### src/rtl/ps2_scan_decode_pkg.sv
// Shared definitions for the PS/2 set-2 scancode decoder: prefix bytes, FSM encoding,
// status bit positions, modifier table and event entry layout.
package ps2_scan_decode_pkg;

  localparam logic [7:0] BYTE_F0 = 8'hF0;
  localparam logic [7:0] BYTE_E0 = 8'hE0;
  localparam logic [7:0] BYTE_E1 = 8'hE1;
  localparam logic [7:0] BYTE_AA = 8'hAA;
  localparam logic [7:0] BYTE_FA = 8'hFA;
  localparam logic [7:0] BYTE_FE = 8'hFE;
  localparam logic [7:0] BYTE_EE = 8'hEE;

  localparam logic [8:0] PAUSE_CODE = 9'h1E1;
  localparam int         EVT_W      = 18;

  localparam int STAT_BAT    = 0;
  localparam int STAT_ACK    = 1;
  localparam int STAT_RESEND = 2;
  localparam int STAT_ECHO   = 3;
  localparam int STAT_ERR    = 4;
  localparam int STAT_OVF    = 5;
  localparam int STAT_TMO    = 6;

  typedef enum logic [2:0] {
    ST_IDLE   = 3'd0,
    ST_BRK    = 3'd1,
    ST_EXT    = 3'd2,
    ST_EXTBRK = 3'd3,
    ST_PAUSE  = 3'd4
  } scanState_t;

  // Index i is the modState bit owned by the {extended, code} value in entry i.
  localparam logic [8:0] MOD_CODES [8] = '{
    9'h012, 9'h059, 9'h014, 9'h114, 9'h011, 9'h111, 9'h11F, 9'h127
  };

  function automatic logic [7:0] modMask(input logic [8:0] code);
    logic [7:0] m;
    m = '0;
    for (int i = 0; i < 8; i++) begin
      if (code == MOD_CODES[i]) m[i] = 1'b1;
    end
    return m;
  endfunction

endpackage

### src/rtl/ps2_scan_decode_if.sv
// Bundle between the decoder, the PS/2 byte receiver and the keyboard register front-end.
interface ps2_scan_decode_if;
  // Handshake: scanValid is a one-cycle strobe with no back-pressure; an event leaves
  // the FIFO on every clock where keyValid && keyReady, and keyValid never drops
  // without that pop.
  logic       scanValid;
  logic [7:0] scanByte;
  logic       keyValid;
  logic       keyReady;
  logic [8:0] keyCode;
  logic       keyBreak;
  logic [7:0] keyMods;
  logic [7:0] modState;
  logic [7:0] kbStat;
  logic       statClr;

  modport master (
    output scanValid, scanByte, keyReady, statClr,
    input  keyValid, keyCode, keyBreak, keyMods, modState, kbStat
  );

  modport slave (
    input  scanValid, scanByte, keyReady, statClr,
    output keyValid, keyCode, keyBreak, keyMods, modState, kbStat
  );
endinterface

### src/rtl/ps2_evt_fifo.sv
// Power-of-two event FIFO with a registered head; a push is accepted when full only
// if a pop happens in the same cycle.
module ps2_evt_fifo
  import ps2_scan_decode_pkg::*;
#(
  parameter int DEPTH = 4
) (
  input  logic                   clock,
  input  logic                   reset,
  input  logic                   push,
  input  logic [EVT_W-1:0]       pushData,
  input  logic                   pop,
  output logic [EVT_W-1:0]       head,
  output logic                   full,
  output logic                   empty,
  output logic [$clog2(DEPTH):0] count
);
  localparam int AW = $clog2(DEPTH);

  logic [EVT_W-1:0] mem [DEPTH];
  logic [AW-1:0]    rdPtr;
  logic [AW-1:0]    wrPtr;
  logic             doPush;
  logic             doPop;

  assign empty  = (count == '0);
  assign full   = (count == (AW+1)'(DEPTH));
  assign doPop  = pop && !empty;
  assign doPush = push && (!full || doPop);
  assign head   = mem[rdPtr];

  always_ff @(posedge clock) begin
    if (!reset) begin
      rdPtr <= '0;
      wrPtr <= '0;
      count <= '0;
      for (int i = 0; i < DEPTH; i++) mem[i] <= '0;
    end else begin
      if (doPush) begin
        mem[wrPtr] <= pushData;
        wrPtr      <= wrPtr + AW'(1);
      end
      if (doPop) rdPtr <= rdPtr + AW'(1);
      count <= count + (AW+1)'(doPush) - (AW+1)'(doPop);
    end
  end

endmodule

### src/rtl/ps2_scan_decode.sv
// PS/2 set-2 decoder: folds F0/E0/E1 prefixes into single key events, tracks modifiers
// and queues {keyCode, keyBreak, keyMods} entries for the register front-end.
module ps2_scan_decode
  import ps2_scan_decode_pkg::*;
#(
  parameter int DEPTH   = 4,
  parameter int TIMEOUT = 65535
) (
  input  logic                   clock,
  input  logic                   reset,
  ps2_scan_decode_if.slave       bus,
  output scanState_t             dbgState,
  output logic [$clog2(DEPTH):0] dbgCount
);
  localparam int TW = $clog2(TIMEOUT + 1);

  scanState_t       state;
  scanState_t       nextState;
  logic [TW-1:0]    idleCnt;
  logic [2:0]       pauseCnt;
  logic             timedOut;
  logic             fakeShift;
  logic             emit;
  logic             evtBreak;
  logic [8:0]       evtCode;
  logic [7:0]       evtMods;
  logic [7:0]       statSet;
  logic [7:0]       modQ;
  logic [7:0]       statQ;
  logic             pop;
  logic             fifoFull;
  logic             fifoEmpty;
  logic [EVT_W-1:0] head;

  assign fakeShift = (bus.scanByte == 8'h12) || (bus.scanByte == 8'h59);
  assign timedOut  = (state != ST_IDLE) && !bus.scanValid && (idleCnt == TW'(TIMEOUT - 1));
  assign pop       = bus.keyValid && bus.keyReady;

  always_ff @(posedge clock) begin
    if (!reset) state <= ST_IDLE;
    else        state <= nextState;
  end

  always_comb begin
    nextState = state;
    if (timedOut) begin
      nextState = ST_IDLE;
    end else if (bus.scanValid) begin
      case (state)
        ST_IDLE: begin
          if      (bus.scanByte == BYTE_F0) nextState = ST_BRK;
          else if (bus.scanByte == BYTE_E0) nextState = ST_EXT;
          else if (bus.scanByte == BYTE_E1) nextState = ST_PAUSE;
        end
        ST_EXT:   nextState = (bus.scanByte == BYTE_F0) ? ST_EXTBRK : ST_IDLE;
        ST_PAUSE: nextState = (pauseCnt == 3'd6) ? ST_IDLE : ST_PAUSE;
        default:  nextState = ST_IDLE;
      endcase
    end
  end

  always_comb begin
    emit     = 1'b0;
    evtBreak = 1'b0;
    evtCode  = '0;
    statSet  = '0;
    if (timedOut) begin
      statSet[STAT_TMO] = 1'b1;
    end else if (bus.scanValid) begin
      case (state)
        ST_IDLE: begin
          case (bus.scanByte)
            BYTE_F0, BYTE_E0, BYTE_E1: ;
            BYTE_AA:     statSet[STAT_BAT]    = 1'b1;
            BYTE_FA:     statSet[STAT_ACK]    = 1'b1;
            BYTE_FE:     statSet[STAT_RESEND] = 1'b1;
            BYTE_EE:     statSet[STAT_ECHO]   = 1'b1;
            8'h00, 8'hFF: statSet[STAT_ERR]   = 1'b1;
            default: begin
              emit    = 1'b1;
              evtCode = {1'b0, bus.scanByte};
            end
          endcase
        end
        ST_BRK: begin
          emit     = 1'b1;
          evtBreak = 1'b1;
          evtCode  = {1'b0, bus.scanByte};
        end
        ST_EXT: begin
          emit    = (bus.scanByte != BYTE_F0) && !fakeShift;
          evtCode = {1'b1, bus.scanByte};
        end
        ST_EXTBRK: begin
          emit     = !fakeShift;
          evtBreak = 1'b1;
          evtCode  = {1'b1, bus.scanByte};
        end
        ST_PAUSE: begin
          emit    = (pauseCnt == 3'd6);
          evtCode = PAUSE_CODE;
        end
        default: ;
      endcase
    end
    // The snapshot stored with an event is the modifier state after that event.
    evtMods = modQ;
    if (emit) evtMods = evtBreak ? (modQ & ~modMask(evtCode)) : (modQ | modMask(evtCode));
    statSet[STAT_OVF] = emit && fifoFull && !pop;
  end

  always_ff @(posedge clock) begin
    if (!reset) begin
      idleCnt  <= '0;
      pauseCnt <= '0;
      modQ     <= '0;
      statQ    <= '0;
    end else begin
      if (bus.scanValid || nextState == ST_IDLE) idleCnt <= '0;
      else                                       idleCnt <= idleCnt + TW'(1);
      if (state == ST_PAUSE && nextState == ST_PAUSE) pauseCnt <= pauseCnt + {2'b00, bus.scanValid};
      else                                            pauseCnt <= '0;
      modQ  <= evtMods;
      statQ <= (bus.statClr ? 8'h00 : statQ) | statSet;
    end
  end

  ps2_evt_fifo #(.DEPTH(DEPTH)) u_fifo (
    .clock    (clock),
    .reset    (reset),
    .push     (emit),
    .pushData ({evtCode, evtBreak, evtMods}),
    .pop      (pop),
    .head     (head),
    .full     (fifoFull),
    .empty    (fifoEmpty),
    .count    (dbgCount)
  );

  assign bus.keyValid = !fifoEmpty;
  assign bus.keyCode  = head[17:9];
  assign bus.keyBreak = head[8];
  assign bus.keyMods  = head[7:0];
  assign bus.modState = modQ;
  assign bus.kbStat   = statQ;
  assign dbgState     = state;

endmodule

### src/flat_wrapper.sv
// flat-port wrapper written by rule: the top's interface ports become plain ports
module ps2_scan_decode_flat import ps2_scan_decode_pkg::*;
#(
  parameter int DEPTH   = 4,
  parameter int TIMEOUT = 65535
)
  (clock, reset, dbgState, dbgCount, bus_scanValid, bus_scanByte, bus_keyReady, bus_statClr, bus_keyValid, bus_keyCode, bus_keyBreak, bus_keyMods, bus_modState, bus_kbStat);
  ps2_scan_decode_if bus_i ();
  input  logic clock;
  input  logic reset;
  output scanState_t dbgState;
  output logic [$clog2(DEPTH):0] dbgCount;
  input wire logic [$bits(bus_i.scanValid)-1:0] bus_scanValid;
  input wire logic [$bits(bus_i.scanByte)-1:0] bus_scanByte;
  input wire logic [$bits(bus_i.keyReady)-1:0] bus_keyReady;
  input wire logic [$bits(bus_i.statClr)-1:0] bus_statClr;
  output wire logic [$bits(bus_i.keyValid)-1:0] bus_keyValid;
  output wire logic [$bits(bus_i.keyCode)-1:0] bus_keyCode;
  output wire logic [$bits(bus_i.keyBreak)-1:0] bus_keyBreak;
  output wire logic [$bits(bus_i.keyMods)-1:0] bus_keyMods;
  output wire logic [$bits(bus_i.modState)-1:0] bus_modState;
  output wire logic [$bits(bus_i.kbStat)-1:0] bus_kbStat;
  assign bus_i.scanValid = bus_scanValid;
  assign bus_i.scanByte = bus_scanByte;
  assign bus_i.keyReady = bus_keyReady;
  assign bus_i.statClr = bus_statClr;
  assign bus_keyValid = bus_i.keyValid;
  assign bus_keyCode = bus_i.keyCode;
  assign bus_keyBreak = bus_i.keyBreak;
  assign bus_keyMods = bus_i.keyMods;
  assign bus_modState = bus_i.modState;
  assign bus_kbStat = bus_i.kbStat;
  ps2_scan_decode #(.DEPTH(DEPTH), .TIMEOUT(TIMEOUT)) u_core (.clock(clock), .reset(reset), .bus(bus_i), .dbgState(dbgState), .dbgCount(dbgCount));
endmodule
### config.mk
export PLATFORM = sky130hd
export DESIGN_NAME = ps2_scan_decode_flat
export DESIGN_NICKNAME = d
export VERILOG_FILES = /design/src/rtl/ps2_scan_decode_pkg.sv /design/src/rtl/ps2_scan_decode_if.sv /design/src/rtl/ps2_evt_fifo.sv /design/src/rtl/ps2_scan_decode.sv /design/src/flat_wrapper.sv
export SDC_FILE = /design/constraint.sdc
export NUM_CORES = 1
export LEC_CHECK = 0
export CORE_ASPECT_RATIO = 1.75
export CORE_MARGIN = 4
export CORE_UTILIZATION = 52
export DETAILED_ROUTE_END_ITERATION = 10
export GPL_TIMING_DRIVEN = 0
export PLACE_DENSITY_LB_ADDON = 0.12
export SYNTH_ARGS = -nofsm -noshare
export SYNTH_HDL_FRONTEND = slang
export SYNTH_SLANG_ARGS = --single-unit
### constraint.sdc
create_clock -name clock -period 3.18 [get_ports clock]
set_input_delay 0.636 -clock clock [delete_from_list [all_inputs] [get_ports clock]]
set_output_delay 0.636 -clock clock [all_outputs]
set_load 0.005 [all_outputs]
==> results.yml <==
layout:
  fillerInstances: 810
  area_growth_pct: 25.63
  finalNetCount: 588
  diodes: 0
  multi_input_area_um2: 2367
  drive_gt1_share_pct: 18.24
  register_area_um2: 3084
cts:
  clock_sinks: 118
  clk_pin_slew_worst_paths_ns: 0.05
  cts_made_buffers: 17
  clk_latency_ns: 0.41
  clock_path_buffers: 2
  cts_tree: "yes"
  clock-root-buffer: "clkbuf_16"
  cts.htree.levels: 4
  hold_buffers: 0
power:
  peakVddDrop_mv: 0.4452
  p_total_uw: 4351
  power_density_nw_per_um2: 623.9
  p_leak_uw: 0.002447
yosys:
  synth_nets: 513
  ys_seq_area_share_pct: 55.53
  synthArstFlopShare_pct: 0
  synth_top_flop_cell: "edfxtp_1"
  yosysTopAreaCellShare_pct: 38.95
  synth_top_cells_by_area: "edfxtp_1 39%, dfxtp_1 17%, mux4_2 7.3%, nor2_1 6.3%, nor3_1 3.2%"
  netlist_area_um2: 5552
  postSynthCellCount: 493
  yosysWarningCount: 0
  ys_seq_elements: 118
  synth_cell_types: 65
  synth.avg_cell_area_um2: 11.26
  synth-edff-count: 72
  synth_largest_area_cell: "edfxtp_1"
detailed_routing:
  dr.pass1.iters: 5
  wl_um: 13310
  num_vias: 4119
  drtAntennaViolNets: 0
  dr.first_iter.drc_count: 262
  remaining_drc_errors: 0
  wire_per_inst_um: 18.80
  via_per_inst: 5.818
setup_path:
  reg2reg_to: "u_core.u_fifo.mem[0][2]"
  startpoint: "bus_scanByte[3]"
  arrival_ns: 3.34
  criticalPathCategory: "input port to register"
  r2r_cells: 7
  r2r_start: "u_core.dbgState[0]"
  path_buf_inv: 2
  r2r_slack_ns: 0.21
  crit_family: "compound AO/OA/AOI/OAI gates"
  slowest_delay_ns: 0.46
  cpMaxStageDelayCell: "or4b_1"
  worstPathRequired_ns: 3.46
  endpoint_kind: "register"
  path_max_fanout: 3
  worst-path-stages: 13
  start_kind: "input port"
  path_cells: "dlygate4sd2_1 -> or4b_1 -> a2111o_1 -> o311a_4 -> a211o_4 -> nand2_2 -> ha_1 -> inv_1 -> ha_2 -> fa_2 -> xnor2_2 -> xnor2_1 -> nor2_1"
status:
  status: "completed"
min_path:
  holdPathStages: 2
  hold_end: "u_core.bus.kbStat[5]"
  hold_class: "register to register"
  min_from: "u_core.bus.kbStat[5]"
sta:
  fin_skew_ns: 0.008790
  maxSlewHeadroom_pct: 43.13
  finalSetupTns_ns: 0
  tightest_slew_ns: 0.8531
  setup_viol_count_final: 0
  fmax_mhz: 326.3
  post-route-period-util_pct: 96.37
  layout_min_cycle_time_ns: 3.065
  grt_setup_unrepaired: "false"
  drv_slew: 0
  hold_viol_final: 0
place:
  io_buffers: 51
  detailedPlacementHpwl_um: 9578
  gp_congestion: 0.9008
global_routing:
  grt_pass1_wl_um: 21490
  grt.overflow.total: 0
  grt_start_max_net_pins: 19
  antenna_found_initial: 0
  grt_pass1_vias: 4217
  track_usage_pct: 22.77
floorplan:
  row_count: 49
  start_util_pct: 53.58
  fp.dieH_um: 144.7
  dieArea_um2: 12460
  num_io_pins: 54
  die_width_um: 86.11
  core-area_um2: 10360
run:
  maxCapViolations: 0
==> state kept, by name (all words and copies together), names as in the netlist, named ones only <==
register / cells
u_core.bus.kbStat: 7
u_core.bus.modState: 8
u_core.dbgState: 3
u_core.idleCnt: 16
u_core.pauseCnt: 3
u_core.u_fifo.count: 3
u_core.u_fifo.mem: 72
u_core.u_fifo.rdPtr: 2
u_core.u_fifo.wrPtr: 2
==> repair_timing <==
action | in CTS | in global routing
setup endpoints to repair | 100 | 81
gates cloned | 0 | 0
setup buffers | 6 | 0
pin swaps | 6 | 8
gates resized for setup | 24 | 30
==> cell usage after synthesis (3+ instances only) <==
master	n
a21oi_1	20
a31oi_1	6
and2_1	3
and3_1	8
and4_1	3
buf_1	3
buf_2	3
buf_4	3
buf_6	4
clkbuf_1	17
dfxtp_1	46
edfxtp_1	72
ha_1	6
inv_1	11
mux2i_1	4
mux4_2	18
nand2_1	29
nand2b_1	6
nand3_1	10
nand4_1	7
nor2_1	93
nor2b_1	4
nor3_1	35
nor4_1	6
o21ai_0	5
or3_1	6
or4_1	3
xnor2_1	7
xor2_1	12
==> how the worst max path moves through the flow <==
stage | end | slack, ns
final | u_core.u_fifo.count[2] | 0.12
after global placement | u_core.u_fifo.mem[0][11] | -1.14
after global routing | u_core.u_fifo.count[2] | 0.01
after floorplan | u_core.u_fifo.count[2] | -0.05
after CTS | u_core.u_fifo.count[1] | 0.008
after detailed placement | u_core.u_fifo.mem[0][11] | -1.07
==> through the flow <==
stage / hold slack [ns] / util (%) / cells / area, µm² / worst slack, ns
6_report: 0.4694 / 67.31 / 708 / 6974 / 0.1155
3_5_place_dp: 0.4612 / 60.33 / 671 / 6251 / -1.068
2_1_floorplan: 0.4373 / - / 493 / 5582 / -0.05485
5_1_grt: 0.5108 / 67.31 / 708 / 6974 / 0.01499
3_3_place_gp: 0.4526 / 60.33 / 671 / 6251 / -1.145
4_1_cts: 0.4718 / 66.78 / 708 / 6919 / 0.008381
==> layout by cell type, fill, tap and decap left out, drive strengths merged, types with 3 or more instances in the layout <==
cell type / n
mux2i: 4
dlymetal6s2s: 3
a31oi: 6
ha: 6
and2: 3
or4b: 3
dfxtp: 46
nand3: 11
o21ai: 7
xor2: 12
xnor2: 7
nor3: 35
nor2b: 4
and4: 3
buf: 20
mux4: 18
nor2: 93
inv: 12
a21oi: 20
edfxtp: 72
nand2b: 6
clkinv: 8
clkdlybuf4s50: 44
nand4: 10
and3: 9
or4: 3
clkbuf: 36
nor4: 7
nand2: 29
or3: 6
==> area by class of cell <==
cell class | count | share of cell area (%)
Buffer | 29 | 2.727
Clock buffer | 19 | 6.207
Clock inverter | 13 | 1.902
Inverter | 11 | 0.5920
Multi-Input combinational cell | 334 | 33.94
Sequential cell | 118 | 44.22
Tap cell | 127 | 2.278
Timing Repair Buffer | 57 | 8.127
==> per-layer routing <==
metal	vias to the layer above	part of all wire [%]	global-route usage, %
met5	-	0	0
met4	0	2.0	7.673
met3	22	4.4	4.929
met2	132	57	44.49
met1	1990	37	23.42
li1	1975	-	-
==> logic make-up after synthesis <==
logic type	share of synthesized area (%)
adder cells (fa/ha/maj)	1.713
buffers and inverters	3.583
other	0.06755
AND/OR/NAND/NOR	21.70
AO/OA/AOI/OAI	6.379
multiplexers	8.023
XOR/XNOR	2.998
flip-flops	55.53
==> worst reg2reg max path: cells and delay by family, from the launching register on <==
kind            cells  cell delay (ns)
flops               1             0.40
mux                 1             0.55
simple gates        2             0.30
compound gates      2             0.93
buf+inv             2             0.52
==> report_power, final <==
part           switching [µW]  internal (µW)
Clock                     671           1150
Combinational             320            430
Sequential               66.5           1720
No activity file was read; power rests on OpenSTA's default activity.
